==> config.mk <==
export PLATFORM = sky130hd
export DESIGN_NAME = lemming_dig_arbiter_flat
export DESIGN_NICKNAME = d
export VERILOG_FILES = /design/src/rtl/lemming_dig_arbiter_if.sv /design/src/rtl/lemming_dig_arbiter.sv /design/src/flat_wrapper.sv
export SDC_FILE = /design/constraint.sdc
export NUM_CORES = 1
export LEC_CHECK = 0
export CORE_ASPECT_RATIO = 0.7
export CORE_MARGIN = 2
export CORE_UTILIZATION = 55
export CTS_CLUSTER_SIZE = 20
export DETAILED_ROUTE_END_ITERATION = 16
export PLACE_DENSITY_LB_ADDON = 0.2
export SLEW_MARGIN = 15
export SYNTH_ARGS = -nofsm -noshare
export SYNTH_HDL_FRONTEND = slang
export SYNTH_SLANG_ARGS = --single-unit
export TNS_END_PERCENT = 30
==> constraint.sdc <==
create_clock -name clk -period 4 [get_ports clk]
set_clock_uncertainty 0.05 [all_clocks]
set_input_delay 0.8 -clock clk [delete_from_list [all_inputs] [get_ports clk]]
set_output_delay 0.8 -clock clk [all_outputs]
set_load 0.1 [all_outputs]
==> src/rtl/lemming_dig_arbiter_if.sv <==
// Shovel arbitration bundle between lemmings and the arbiter.
// Master drives requests/releases, slave returns the grant view.
interface lemming_dig_arbiter_if;
  logic [3:0] req;
  logic [3:0] done;
  logic [3:0] gnt;
  logic [1:0] owner;
  logic       busy;
  logic       revoke;
  logic [7:0] grant_cnt;

  modport master (
    output req,
    output done,
    input  gnt,
    input  owner,
    input  busy,
    input  revoke,
    input  grant_cnt
  );

  modport slave (
    input  req,
    input  done,
    output gnt,
    output owner,
    output busy,
    output revoke,
    output grant_cnt
  );
endinterface

==> src/rtl/lemming_dig_arbiter.sv <==
// Round-robin shovel arbiter for four lemmings with hold timeout
// and a one-cycle cooldown between consecutive grants.
module lemming_dig_arbiter #(
  parameter int unsigned MAX_HOLD = 20
) (
  input logic                  clk,
  input logic                  areset_n,
  lemming_dig_arbiter_if.slave bus
);

  typedef enum logic [1:0] {
    S_IDLE  = 2'd0,
    S_GRANT = 2'd1,
    S_COOL  = 2'd2
  } state_t;

  state_t     state_q, state_d;
  logic [3:0] gnt_q, gnt_d;
  logic [1:0] owner_q, owner_d;
  logic [1:0] last_q, last_d;
  logic       revoke_q, revoke_d;
  logic [7:0] grant_cnt_q, grant_cnt_d;
  logic [7:0] hold_cnt_q, hold_cnt_d;

  logic       pick_vld;
  logic [1:0] pick_idx;
  logic [1:0] scan_idx;
  logic       own_rel;
  logic       hold_max;

  // First requester after the last winner, wrapping around.
  always_comb begin
    pick_vld = 1'b0;
    pick_idx = last_q;
    scan_idx = last_q;
    for (int i = 1; i <= 4; i++) begin
      scan_idx = last_q + 2'(i);
      if (!pick_vld && bus.req[scan_idx]) begin
        pick_vld = 1'b1;
        pick_idx = scan_idx;
      end
    end
  end

  assign own_rel  = bus.done[owner_q] | ~bus.req[owner_q];
  assign hold_max = (hold_cnt_q == 8'(MAX_HOLD));

  // Next-state and registered-output computation.
  always_comb begin
    state_d     = state_q;
    gnt_d       = gnt_q;
    owner_d     = owner_q;
    last_d      = last_q;
    revoke_d    = 1'b0;
    grant_cnt_d = grant_cnt_q;
    hold_cnt_d  = hold_cnt_q;
    unique case (state_q)
      S_IDLE: begin
        gnt_d = 4'b0000;
        if (pick_vld) begin
          state_d    = S_GRANT;
          gnt_d      = 4'b0001 << pick_idx;
          owner_d    = pick_idx;
          last_d     = pick_idx;
          hold_cnt_d = 8'd1;
          if (grant_cnt_q != 8'hFF)
            grant_cnt_d = grant_cnt_q + 8'd1;
        end
      end
      S_GRANT: begin
        if (own_rel) begin
          state_d = S_COOL;
          gnt_d   = 4'b0000;
        end else if (hold_max) begin
          state_d  = S_COOL;
          gnt_d    = 4'b0000;
          revoke_d = 1'b1;
        end else begin
          hold_cnt_d = hold_cnt_q + 8'd1;
        end
      end
      S_COOL: begin
        state_d = S_IDLE;
        gnt_d   = 4'b0000;
      end
      default: begin
        state_d = S_IDLE;
        gnt_d   = 4'b0000;
      end
    endcase
  end

  // State and output registers; reset gives lemming 0 first turn.
  always_ff @(posedge clk or negedge areset_n) begin
    if (!areset_n) begin
      state_q     <= S_IDLE;
      gnt_q       <= 4'b0000;
      owner_q     <= 2'd0;
      last_q      <= 2'd3;
      revoke_q    <= 1'b0;
      grant_cnt_q <= 8'd0;
      hold_cnt_q  <= 8'd0;
    end else begin
      state_q     <= state_d;
      gnt_q       <= gnt_d;
      owner_q     <= owner_d;
      last_q      <= last_d;
      revoke_q    <= revoke_d;
      grant_cnt_q <= grant_cnt_d;
      hold_cnt_q  <= hold_cnt_d;
    end
  end

  assign bus.gnt       = gnt_q;
  assign bus.owner     = owner_q;
  assign bus.busy      = (state_q == S_GRANT);
  assign bus.revoke    = revoke_q;
  assign bus.grant_cnt = grant_cnt_q;

endmodule

==> src/flat_wrapper.sv <==
// flat-port wrapper written by rule: the top's interface ports become plain ports
module lemming_dig_arbiter_flat 
#(
  parameter int unsigned MAX_HOLD = 20
)
  (clk, areset_n, bus_req, bus_done, bus_gnt, bus_owner, bus_busy, bus_revoke, bus_grant_cnt);
  lemming_dig_arbiter_if bus_i ();
  input logic clk;
  input logic areset_n;
  input wire logic [$bits(bus_i.req)-1:0] bus_req;
  input wire logic [$bits(bus_i.done)-1:0] bus_done;
  output wire logic [$bits(bus_i.gnt)-1:0] bus_gnt;
  output wire logic [$bits(bus_i.owner)-1:0] bus_owner;
  output wire logic [$bits(bus_i.busy)-1:0] bus_busy;
  output wire logic [$bits(bus_i.revoke)-1:0] bus_revoke;
  output wire logic [$bits(bus_i.grant_cnt)-1:0] bus_grant_cnt;
  assign bus_i.req = bus_req;
  assign bus_i.done = bus_done;
  assign bus_gnt = bus_i.gnt;
  assign bus_owner = bus_i.owner;
  assign bus_busy = bus_i.busy;
  assign bus_revoke = bus_i.revoke;
  assign bus_grant_cnt = bus_i.grant_cnt;
  lemming_dig_arbiter #(.MAX_HOLD(MAX_HOLD)) u_core (.clk(clk), .areset_n(areset_n), .bus(bus_i));
endmodule
Word-level counts from Yosys, hierarchy flattened
Cells that the tools add are included.

word-level totals
  flip-flop bits (word level) = 27
  output and inout bits = 16
  word-level logic and storage cells = 74

operators by class
  shifts and indexed selects = 1
  bitwise logic cells = 2
  magnitude comparators = 5
  eq/ne operators = 7
  reduce and logical (&&, ||, !) cells = 12
  multiplexer cells = 35
  add/subtract/negate cells = 5

operators with widths
  cell                                                   number
  2-to-1 mux 8 bit                                       3
  adder 8 x 1 -> 8 bit, second input constant            2
  one-hot mux 8 bit (2 select lines)                     1
  < comparator 2 x 3 -> 1 bit, second input constant     5
  2-to-1 mux 2 bit                                       7
  2-to-1 mux 1 bit                                       13
  binary-select mux 1 bit (select 2 bit)                 6
  2-to-1 mux 4 bit                                       3
  == test 8 x 5 -> 1 bit, second input constant          1
  inequality test 8 bit, second input constant           1
  one-hot mux 4 bit (2 select lines)                     1
  adder 2 bit, second input constant                     2
  inequality test 2 bit, second input constant           2
  one-hot mux 2 bit (2 select lines)                     1
  AND reduction 2 bit                                    2
  AND reduction 4 bit                                    1
  << shifter 1 x 2 -> 4 bit, first input constant        1
  logical AND 1 bit                                      3
  logical NOT 1 bit                                      3
  inequality test 3 x 1 -> 1 bit, second input constant  1
  AND reduction 3 bit                                    1
  adder 2 x 1 -> 2 bit, second input constant            1
  == test 2 x 1 -> 1 bit, second input constant          1
  logical NOT 2 bit                                      1
  4 further kinds                                        4

Depth between registers and ports, before layout
Gate-level depths: netlist of the first run.

  word-level depth = 16
  depth in mapped cells = 6
  mapped depth without buffers = 6

Worst setup path after synthesis of the first run
Ideal clock, no wire load.

  kind = flip-flop to flip-flop
  start point = reg u_core.owner_q[1], in the netlist u_core.bus.owner[1]
  end point = reg u_core.hold_cnt_q[1]
  arrival time = 2211 ps
  data required time = 3825 ps
  path buffers = 0
  cell stages (with the launch flop) = 4
  library setup time = 125 ps
  setup slack = 1614 ps
  cell sequence = dfrtp_1 mux4_2 nor3_4 mux2_4

between the ends
  cells in the longest elaborated chain, start to end = 6
  elaborated cells between the ends (all ways) = 8
  those cells by class = 1 x eq/ne; 4 x mux; 2 x bitwise; 1 x reduce/logical

RTL lines
  what                                        line                        source
  from (decl)                                 lemming_dig_arbiter.sv:19   logic [1:0] owner_q, owner_d;
  from (signal assigned)                      lemming_dig_arbiter.sv:106  owner_q <= owner_d;
  binary-select mux 1 bit (select 2 bit)      lemming_dig_arbiter.sv:45   assign own_rel = bus.done[owner_q] | ~bus.req[owner_q];
  2-to-1 mux 1 bit (not written as such)      lemming_dig_arbiter.sv:45
  inverter 1 bit                              lemming_dig_arbiter.sv:45
  OR 1 bit (*)                                lemming_dig_arbiter.sv:45
  inequality test 2 bit (no source line) (*)  -
  AND reduction 4 bit (no source line) (*)    -
  to (signal assigned)                        lemming_dig_arbiter.sv:110  hold_cnt_q <= hold_cnt_d;
  to (decl)                                   lemming_dig_arbiter.sv:23   logic [7:0] hold_cnt_q, hold_cnt_d;

Every way passes the cells marked *; elsewhere a longest branch is shown, timed or not. The select of a mux whose other input is x is not followed.
A chain may end at the register's enable or synchronous reset.

Worst setup path after layout of the first run
  start point = reg u_core.state_q[1]
  end point = out bus_busy

between the ends
  cells in the longest elaborated chain, start to end = 1

RTL lines
  what                    line                        source
  from (decl)             lemming_dig_arbiter.sv:17   state_t state_q, state_d;
  from (signal assigned)  lemming_dig_arbiter.sv:104  state_q <= state_d;
  == test 2 x 1 -> 1 bit  lemming_dig_arbiter.sv:116  assign bus.busy = (state_q == S_GRANT);
  to (decl)               flat_wrapper.sv:14          output wire logic [$bits(bus_i.busy)-1:0] bus_busy;

No other way between the ends.

==> results of run 1 <==
layout make-up:
class                   count  area, µm²  area share (%)
multi-input cells          95        692            40.4
flip-flops and latches     27        678            39.6
repair buffers             26        253            14.8
well taps                  34       42.5            2.49
clock buffers               3       22.5            1.32
inverters                   5       18.8            1.10
clock inverters             1       5.00           0.292
worst max-delay path, cell delays in order (launching register included):
cell,delay (ns)
dfrtp_1,0.42
nand2b_1,0.22
inv_1,0.15
clkdlybuf4s50_1,1.15
cells by family (layout without fill, tap and decap cells):
group           count (synthesis)  count (layout)  synth area share (%)
compound gates                 32              32                  16.6
xor+xnor                        5               5                  3.12
fa+ha+maj                       3               3                  2.67
mux                             6               6                  5.70
simple gates                   49              49                  21.2
buf+inv                         8              35                  2.41
flops                          27              27                  48.3
layer usage:
metal / GRT usage, % / routed length (µm)
met4: 6.81 / 31
met1: 29.3 / 1370
met2: 37.5 / 1440
met5: 0 / 0
met3: 6.36 / 86
per-stage QoR:
stage	worst slack (ns)	utilization, %	hold WS, ns
3_5_place_dp	1.04	69.2	0.441
3_3_place_gp	1.11	69.2	0.428
6_report	0.876	70.2	0.383
5_1_grt	0.779	70.2	0.433
4_1_cts	0.864	70.4	0.463
2_1_floorplan	1.61	-	0.415
worst max path at each step:
stage,from,end,slack [ns],cells after the start
after CTS,u_core.state_q[1]$_DFFE_PN0P_,bus_busy,0.86,3
after global routing,u_core.state_q[1]$_DFFE_PN0P_,bus_busy,0.78,3
final,u_core.state_q[1]$_DFFE_PN0P_,bus_busy,0.88,3
after global placement,bus_req[3],u_core.hold_cnt_q[1]$_DFFE_PN0P_,1.11,5
after floorplan,u_core.bus.owner[1]$_DFFE_PN0P_,u_core.hold_cnt_q[1]$_DFFE_PN0P_,1.61,3
after detailed placement,bus_req[3],u_core.hold_cnt_q[1]$_DFFE_PN0P_,1.04,5
layout by cell type, fill, tap and decap left out, types with 3 or more instances in the layout:
| cell | Yosys | final |
|---|---|---|
| xor2_1 | 4 | 4 |
| nor2_1 | 9 | 9 |
| clkdlybuf4s50_1 | 0 | 24 |
| o21ai_1 | 3 | 3 |
| inv_1 | 5 | 5 |
| clkbuf_4 | 0 | 3 |
| nand2_1 | 9 | 9 |
| nand4_1 | 4 | 4 |
| a21oi_1 | 7 | 7 |
| dfrtp_1 | 25 | 25 |
| nand3_1 | 4 | 4 |
| ha_1 | 3 | 3 |
| nand2b_1 | 9 | 9 |
| or3_1 | 3 | 3 |
registers in the layout (all words and copies together), names as in the netlist:
signal,count
u_core.bus.grant_cnt,8
u_core.hold_cnt_q,8
u_core.bus.gnt,4
u_core.bus.owner,2
u_core.last_q,2
u_core.state_q,2
u_core.bus.revoke,1
==> results.md, run 1 <==
- Clk buf depth: 2
- Final setup vio count: 0
- DRT antenna net count: 0
- Global-route wire length before repair: 4930 µm
- CTS sink count: 27
- Post-DP HPWL: 2200 µm
- Drt initial violations: 80
- IO Count: 26
- Die area: approximately 3000 µm²
- Crit path DAT: between 2 and 2.5 ns
- Hold_buf cts: 0
- Syn_nets: around 140
- Rows: 15
- Post-Route WL: 2930 µm
- Final Max Slew Viols: 0
- Chip width: 64.4 µm
- Min-Delay Path Class: in -> async
- Worst-skew pair later-pin latency: between 0.3 and 0.4 ns
- RSZ-0062 raised after global routing: no
- Flops & latches, synth: 27
- Kind of start point of the critical path: register
- Synth cell types: 44
- DR WL/cell: around 15 µm
- DRC Markers: 0
- Final Hold Fails: 0
- Global route overflow: 0
- Avg Cell Area, Syn: between 10 and 15 µm²
- Via/cell ratio: just under 6
- Placed Cells incl. Taps: about 190
- Worst slew pin tran: approximately 0.99 ns
- Post-synth EDFFs: 0
- Crit Path Class: reg -> out
- DIE HEIGHT: about 46 µm
- Worst Path Required: about 3.2 ns
- CTS tree: yes
- Top post-synthesis cells by area: dfrtp_1, nand2b_1, dfstp_2, ha_1, a21oi_1
- Cts repair resizes: 0
- Reg-to-reg endpoint: u_core.hold_cnt_q[1]$_DFFE_PN0P_
- PortBufs: 25
- Crit-path max FO: 4
- Pin count of the biggest net entering global routing: 27
- Total track usage: ~22%
- Setup TNS: 0 ns
- Placer Congestion: between 0.8 and 0.9
- Outcome: finished, final reports clean
- Worst slew margin: between 30% and 40%
- Worst-case reg-to-reg path depth: 6
- Min Tclk post-route: around 3.1 ns
- Post-synthesis sequential area ratio: roughly half
- Fillers: 199
- Diodes inserted: 0
- Post-CTS Setup Inserts: 0
- CTS buffer count: 3
- Primary FF master, synth: dfrtp_1
- Placed Area: about 1700 µm²
- Core area: 2440 µm²
- Area grow syn2layout: 21.9%
- R2r startpoint: u_core.hold_cnt_q[0]$_DFFE_PN0P_
- Synth top cells by count: dfrtp_1, nand2_1, nand2b_1, nor2_1, a21oi_1
- Initial antenna violation count: 0
- Reg clk slew, reported paths: 0.14 ns
- Tcrit/Tclk final: about four fifths
- Leading area contributor after synthesis: dfrtp_1
- Post-Syn Area: roughly 1400 µm²
- Async set-reset flop share out of synthesis: 100%
- Root Buffer: clkbuf_4
- Synth top area share: between 40% and 50%
- Max Cap Violations: 0
- Share of cells above drive strength 1: 9.55%
- Nets: approximately 170
- Mapped Cells: 130
- Syn. warnings: 0
- Vias in the first global route: between 1000 and 1500
- DRT Pass-1 Iters: 4
- FMAX: approximately 320 MHz
- H-tree depth: 1
- Reg-to-reg slack, setup: ~1.9 ns
- Crit end category: output pin
- Count leader, synth: dfrtp_1
- Post-Layout Inst Area: between 1500 and 2000 µm²
- Initial cell density of the core: ~58%
- Vias: about 1100
- Finished Layout Cells: 191
Power of run 1 is not shown: default switching activity piles up to over one toggle a cycle in this logic, so the estimate is an artifact.
==> run 2, diff against run 1 <==
--- a/config.mk
+++ b/config.mk
@@ -7,7 +7,7 @@
 export LEC_CHECK = 0
 export CORE_ASPECT_RATIO = 0.7
 export CORE_MARGIN = 2
-export CORE_UTILIZATION = 55
+export CORE_UTILIZATION = 46
 export CTS_CLUSTER_SIZE = 20
 export DETAILED_ROUTE_END_ITERATION = 16
 export PLACE_DENSITY_LB_ADDON = 0.2
==> constraint.sdc (replaced) <==
create_clock -name clk -period 2.75 [get_ports clk]
set_clock_uncertainty 0.05 [all_clocks]
set_input_delay 0.55 -clock clk [delete_from_list [all_inputs] [get_ports clk]]
set_output_delay 0.55 -clock clk [all_outputs]
set_load 0.1 [all_outputs]
==> run 2 against run 1 <==
Against the previous run:
- sequential share of layout area down 0.20 points
- utilization down 9.6 points
- via count up 0.63%
- critical endpoint is now u_core.hold_cnt_q[0]$_DFFE_PN0P_
- highest routed layer unchanged
==> results.md, run 2 (synthesized netlist as in run 1, its figures left out) <==
- Placer Congestion: 0.775 (-3.7%)
- Post-DP HPWL: 2170 µm (-1.4%)
- Most common cell after layout, fill and taps aside: dfrtp_1
- Final Hold Fails: 0 (unchanged)
- Drt initial violations: 33 (-59%)
- Hold worst-path end: u_core.bus.grant_cnt[5]$_DFFE_PN0P_
- Global route overflow: 0 (unchanged)
- Setup TNS: 0 ns (unchanged)
- Reg clk slew, reported paths: 0.09 ns (-0.05 ns)
- Min-Delay Path Class: reg -> reg
- Pin count of the biggest net entering global routing: 28 (+3.7%)
- Worst slew pin tran: 0.742 ns (-0.243 ns)
- Max Cap Violations: 0 (unchanged)
- Post-layout util: 60.5% (-9.6 points)
- Rows: 16 (+1)
- Nets: 174 (+1.8%)
- Vias in the first global route: 1038 (+0.19%)
- Diodes inserted: 0 (unchanged)
- CTS buffer count: 3 (unchanged)
- PortBufs: 25 (unchanged)
- Crit-path max FO: 14 (+10)
- Worst Path Required: 2.90 ns (-0.25 ns)
- Cts repair resizes: 0 (unchanged)
- DRT antenna net count: 0 (unchanged)
- H-tree depth: 1 (unchanged)
- Hold_buf cts: 0 (unchanged)
- Die area: 3520 µm² (+18%)
- Min Tclk post-route: ~2.2 ns
- Outcome: finished, final reports clean
- Total track usage: 17.5% (-5.0 points)
- Chip width: 70.0 µm (+8.8%)
- CTS tree: yes
- Via/cell ratio: 5.69 (-1.9%)
- Worst slew margin: 50.5% (+16 points)
- Crit end category: register
- DRT Pass-1 Iters: 4 (unchanged)
- R2r startpoint: u_core.hold_cnt_q[0]$_DFFE_PN0P_
- Worst-skew pair later-pin latency: 0.27 ns (-0.06 ns)
- Vias: 1115 (+0.63%)
- Crit Path Class: in -> reg
- Area grow syn2layout: 22.5%
- IO Count: 26 (unchanged)
- Post-CTS Setup Inserts: 0 (unchanged)
- Initial cell density of the core: 49.4% (-8.2 points)
- DR WL/cell: 14.8 µm (-3.3%)
- Initial antenna violation count: 0 (unchanged)
- DRC Markers: 0 (unchanged)
- Global-route wire length before repair: 4880 µm (-1.1%)
- Core area: 2840 µm² (+17%)
- Reg-to-reg endpoint: u_core.bus.gnt[3]$_DFFE_PN0P_
- Hold depth: 1
- Root Buffer: clkbuf_8
- Post-Route WL: 2910 µm (-0.75%)
- Crit path DAT: 2.40 ns (+0.13 ns)
- Kind of start point of the critical path: primary input
- Fillers: 242 (+22%)
- Commonest non-fill, non-tap cells in the layout: dfrtp_1, buf_4
- FMAX: between 400 and 500 MHz
- CTS sink count: 27 (unchanged)
- Worst-case reg-to-reg path depth: 7 (+1)
- Hold path start: u_core.bus.grant_cnt[5]$_DFFE_PN0P_
- DIE HEIGHT: 50.2 µm (+8.5%)
- RSZ-0062 raised after global routing: no
- Tcrit/Tclk final: 81.6%
- Clk buf depth: 2 (unchanged)
- Reg-to-reg slack, setup: 0.63 ns (-1.25 ns)
- Final setup vio count: 0 (unchanged)
- Final Max Slew Viols: 0 (unchanged)
- Share of cells above drive strength 1: 20.6% (+11 points)
[run 2: changes by cell type in the layout (fill, tap and decap cells not counted)]
cell / before / now
clkbuf_4: 3 / 0
buf_2: 1 / 0
clkbuf_8: 0 / 3
clkdlybuf4s50_1: 24 / 9
buf_4: 1 / 20
[run 2: layout make-up]
type | instances | area (µm²) | area share, %
Clock buffer | 3 | 41.3 | 2.40
Clock inverter | 1 | 5.00 | 0.291
Inverter | 5 | 18.8 | 1.09
Multi-Input combinational cell | 95 | 692 | 40.2
Sequential cell | 27 | 678 | 39.4
Tap cell | 36 | 45.0 | 2.62
Timing Repair Buffer | 29 | 240 | 14.0
[run 2: per-layer routing]
layer | global-route usage, % | part of all wire (%) | routed length (µm)
met1 | 24.2 | 48 | 1400
met2 | 27.9 | 46 | 1340
met4 | 2.88 | 0.65 | 19
met3 | 5.22 | 5.0 | 146
met5 | 0 | 0 | 0
[run 2: worst max-delay path, cell delays in order]
cell             delay [ns]
clkdlybuf4s50_1        0.56
nand2b_1               0.08
mux4_2                 0.61
nor3_4                 0.24
buf_4                  0.18
mux2i_1                0.18
[run 2: stage by stage]
| stage | setup WS [ns] | area [µm²] | hold slack [ns] | cells |
|---|---|---|---|---|
| global placement | 0.253 | 1670 | 0.437 | 192 |
| detailed placement | 0.207 | 1670 | 0.429 | 192 |
| CTS | 0.489 | 1720 | 0.450 | 196 |
| floorplan | 0.364 | 1400 | 0.204 | 130 |
| finish | 0.506 | 1720 | 0.450 | 196 |
| global route | 0.430 | 1720 | 0.480 | 196 |
[run 2: how the worst max path moves through the flow]
stage                                    startpoint                                to  slack [ns]  cells after the start
floorplan           u_core.bus.owner[1]$_DFFE_PN0P_  u_core.hold_cnt_q[1]$_DFFE_PN0P_        0.36                      3
global placement                         bus_req[3]  u_core.hold_cnt_q[1]$_DFFE_PN0P_        0.25                      5
detailed placement                       bus_req[3]  u_core.hold_cnt_q[0]$_DFFE_PN0P_        0.21                      6
CTS                                      bus_req[2]  u_core.hold_cnt_q[0]$_DFFE_PN0P_        0.49                      6
global route                             bus_req[1]  u_core.hold_cnt_q[0]$_DFFE_PN0P_        0.43                      6
finish                                   bus_req[2]  u_core.hold_cnt_q[0]$_DFFE_PN0P_        0.51                      6
Power of run 2 is left out for the same reason.
==> run 3, diff against run 2 <==
==> constraint.sdc (replaced) <==
create_clock -name clk -period 1.8 [get_ports clk]
set_clock_uncertainty 0.05 [all_clocks]
set_input_delay 0.36 -clock clk [delete_from_list [all_inputs] [get_ports clk]]
set_output_delay 0.36 -clock clk [all_outputs]
set_load 0.1 [all_outputs]
==> run 3 against run 2 <==
Against the previous run:
- the flow now finishes with violations (negative setup slack)
- final cell count up 14%
- first-iteration DRC count up 15%
- setup slack worse by 0.55 ns
- largest cell class unchanged
- worst hold slack got worse by 0.057 ns
- highest routed layer unchanged
- wire length grew 20%
- register-to-register slack got worse by 0.68 ns
- sequential share of layout area fell by 7.4 points
- global-route usage is 3.3 points higher
- utilization rose by 15 points
- sequential cell count stayed put
==> results.md, run 3 (synthesized netlist as in run 1, its figures left out) <==
- Root Buffer: clkbuf_8
- Hold_buf cts: 0 (unchanged)
- DRT Pass-1 Iters: 4 (unchanged)
- Nets: 201 (+16%)
- Pin count of the biggest net entering global routing: 28 (unchanged)
- Chip width: 70.0 µm (unchanged)
- Outcome: complete, but fails checks
- Reg area: 688 µm² (+1.5%)
- Reg clk slew, reported paths: 0.09 ns (about the same)
- Min-Delay Path Class: in -> async
- Worst Path Required: 1.91 ns (-0.99 ns)
- Post-DP HPWL: 2630 µm (+21%)
- Global route overflow: 0 (unchanged)
- Crit path DAT: 1.96 ns (-0.44 ns)
- DRC Markers: 0 (unchanged)
- CTS buffer count: 3 (unchanged)
- Logic pwr share: 67.3%
- CTS sink count: 27 (unchanged)
- Setup WS post-layout: -0.0468 ns (-0.552 ns)
- Leak: approximately 0.96 nW
- Most common cell after layout, fill and taps aside: buf_4
- Vias in the first global route: 1264 (+22%)
- Crit Path Class: reg -> reg
- PortBufs: 25 (unchanged)
- P_sw: 2.13 mW
- Worst slew margin: 67.0% (+16 points)
- Post-Layout Inst Area: 2150 µm² (+25%)
- Crit end category: register
- Diodes inserted: 0 (unchanged)
- Max Cap Violations: 0 (unchanged)
- Initial antenna violation count: 0 (unchanged)
- DR WL/cell: 15.6 µm (+5.3%)
- Pwr per Cell Area: 1970 nW/µm²
- Worst slew pin tran: 0.483 ns (-0.260 ns)
- Setup WS pre-CTS: -0.458 ns (-0.665 ns)
- Total track usage: 20.8% (+3.3 points)
- Sequential share of power: around a quarter
- Clock power share: between 8 and 9%
- Final Power: about 4.2 mW
- DRT antenna net count: 0 (unchanged)
- Final Max Slew Viols: 0 (unchanged)
- CTS tree: yes
- Drt initial violations: 38 (+15%)
- Failing checks: negative setup slack
- FMAX: 541 MHz
- VDD IR-drop max: between 0.0015 and 0.002 V
- Tcrit/Tclk final: 103%
- H-tree depth: 1 (unchanged)
- Initial cell density of the core: 49.4% (unchanged)
- Sw Share: around half
- Final Hold Fails: 0 (unchanged)
- Worst-skew pair later-pin latency: 0.28 ns (about the same)
- Rows: 16 (unchanged)
- Core area: 2840 µm² (unchanged)
- Crit-path max FO: 6 (-8)
- Clk buf depth: 2 (unchanged)
- Area grow syn2layout: 53.0%
- Min Tclk post-route: roughly 1.8 ns
- DIE HEIGHT: 50.2 µm (unchanged)
- Post-Route WL: 3490 µm (+20%)
- Commonest non-fill, non-tap cells in the layout: buf_4, dfrtp_1, buf_12
- Fillers: 201 (-17%)
- Share of cells above drive strength 1: 37.4% (+17 points)
- Global-route wire length before repair: 5790 µm (+19%)
- Final setup vio count: 4 (+4)
- IO Count: 26 (unchanged)
- P_int: between 2 and 2.5 mW
- Placed Area: 2030 µm² (+22%)
- Kind of start point of the critical path: register
- Vias: 1261 (+13%)
- Placer Congestion: 0.813 (+4.8%)
- RSZ-0062 raised after global routing: yes
- Die area: 3520 µm² (unchanged)
- Multi-input gate area: 708 µm² (+2.4%)
- Via/cell ratio: 5.65 (-0.60%)
- Final hold slack: 0.393 ns (-0.0570 ns)
-- run 3: changes by cell type in the layout (fill, tap and decap cells not counted), sizes merged --
cell           change
dlygate4sd2        +8
clkdlybuf4s50      -8
buf               +27
-- run 3: repair_timing --
| action | in CTS | in global routing |
|---|---|---|
| setup buffers | 4 | 2 |
| hold endpoints to repair | 0 | 0 |
| gates resized for setup | 16 | 0 |
| gates cloned | 1 | 0 |
| pin swaps | 10 | 0 |
| setup endpoints to repair | 19 | 10 |
-- run 3: worst paths after layout --
check,startpoint,end,slack [ns],depth (start not counted)
max reg2reg,u_core.hold_cnt_q[1]$_DFFE_PN0P_,u_core.bus.gnt[2]$_DFFE_PN0P_,-0.05,7
min reg2reg,u_core.bus.grant_cnt[5]$_DFFE_PN0P_,u_core.bus.grant_cnt[5]$_DFFE_PN0P_,0.48,1
max in group asynchronous,areset_n,u_core.last_q[0]$_DFFE_PN1P_,0.99,2
min,areset_n,u_core.hold_cnt_q[2]$_DFFE_PN0P_,0.39,2
max,u_core.hold_cnt_q[1]$_DFFE_PN0P_,u_core.bus.gnt[2]$_DFFE_PN0P_,-0.05,7
min in group clk,u_core.bus.grant_cnt[5]$_DFFE_PN0P_,u_core.bus.grant_cnt[5]$_DFFE_PN0P_,0.48,1
-- run 3: cell type report --
| type | count | share of cell area [%] |
|---|---|---|
| Clock inverter | 1 | 0.233 |
| Clock buffer | 3 | 1.92 |
| Multi-Input combinational cell | 95 | 33.0 |
| Tap cell | 36 | 2.10 |
| Inverter | 5 | 0.874 |
| Sequential cell | 27 | 32.0 |
| Timing Repair Buffer | 56 | 29.9 |
-- run 3: stage by stage --
step	TNS [ns]	cells	utilization, %
6_report	-0.154	223	75.6
3_3_place_gp	-7.54	212	71.6
5_1_grt	-0.480	223	75.6
2_1_floorplan	-1.41	130	-
4_1_cts	-0.157	221	75.0
3_5_place_dp	-8.54	212	71.6
-- run 3: metal layers --
metal,global-route usage (%),share of wire [%],vias to the layer above
li1,-,-,605
met1,27.8,44,618
met2,34.1,50,32
met3,4.82,4.6,6
met4,6.09,1.2,0
met5,0,0,-
-- run 3: power groups by stage --
stage / clock, mW / sequential (mW) / combinational (mW)
global route: 0.377 / 1.07 / 2.99
finish: 0.345 / 1.04 / 2.86
detailed placement: 0 / 1.05 / 2.75
global placement: 0 / 1.04 / 2.70
CTS: 0.349 / 1.04 / 2.84
floorplan: 0 / 1.94 / 0.721
-- run 3: critical path, cell delays in order, from the launching register on --
cell	delay [ns]
dfrtp_1	0.40
inv_2	0.08
ha_4	0.12
or4b_4	0.47
nor3_4	0.19
nor3_4	0.08
buf_6	0.14
a22o_1	0.21
(Power assumes the default switching activity.)
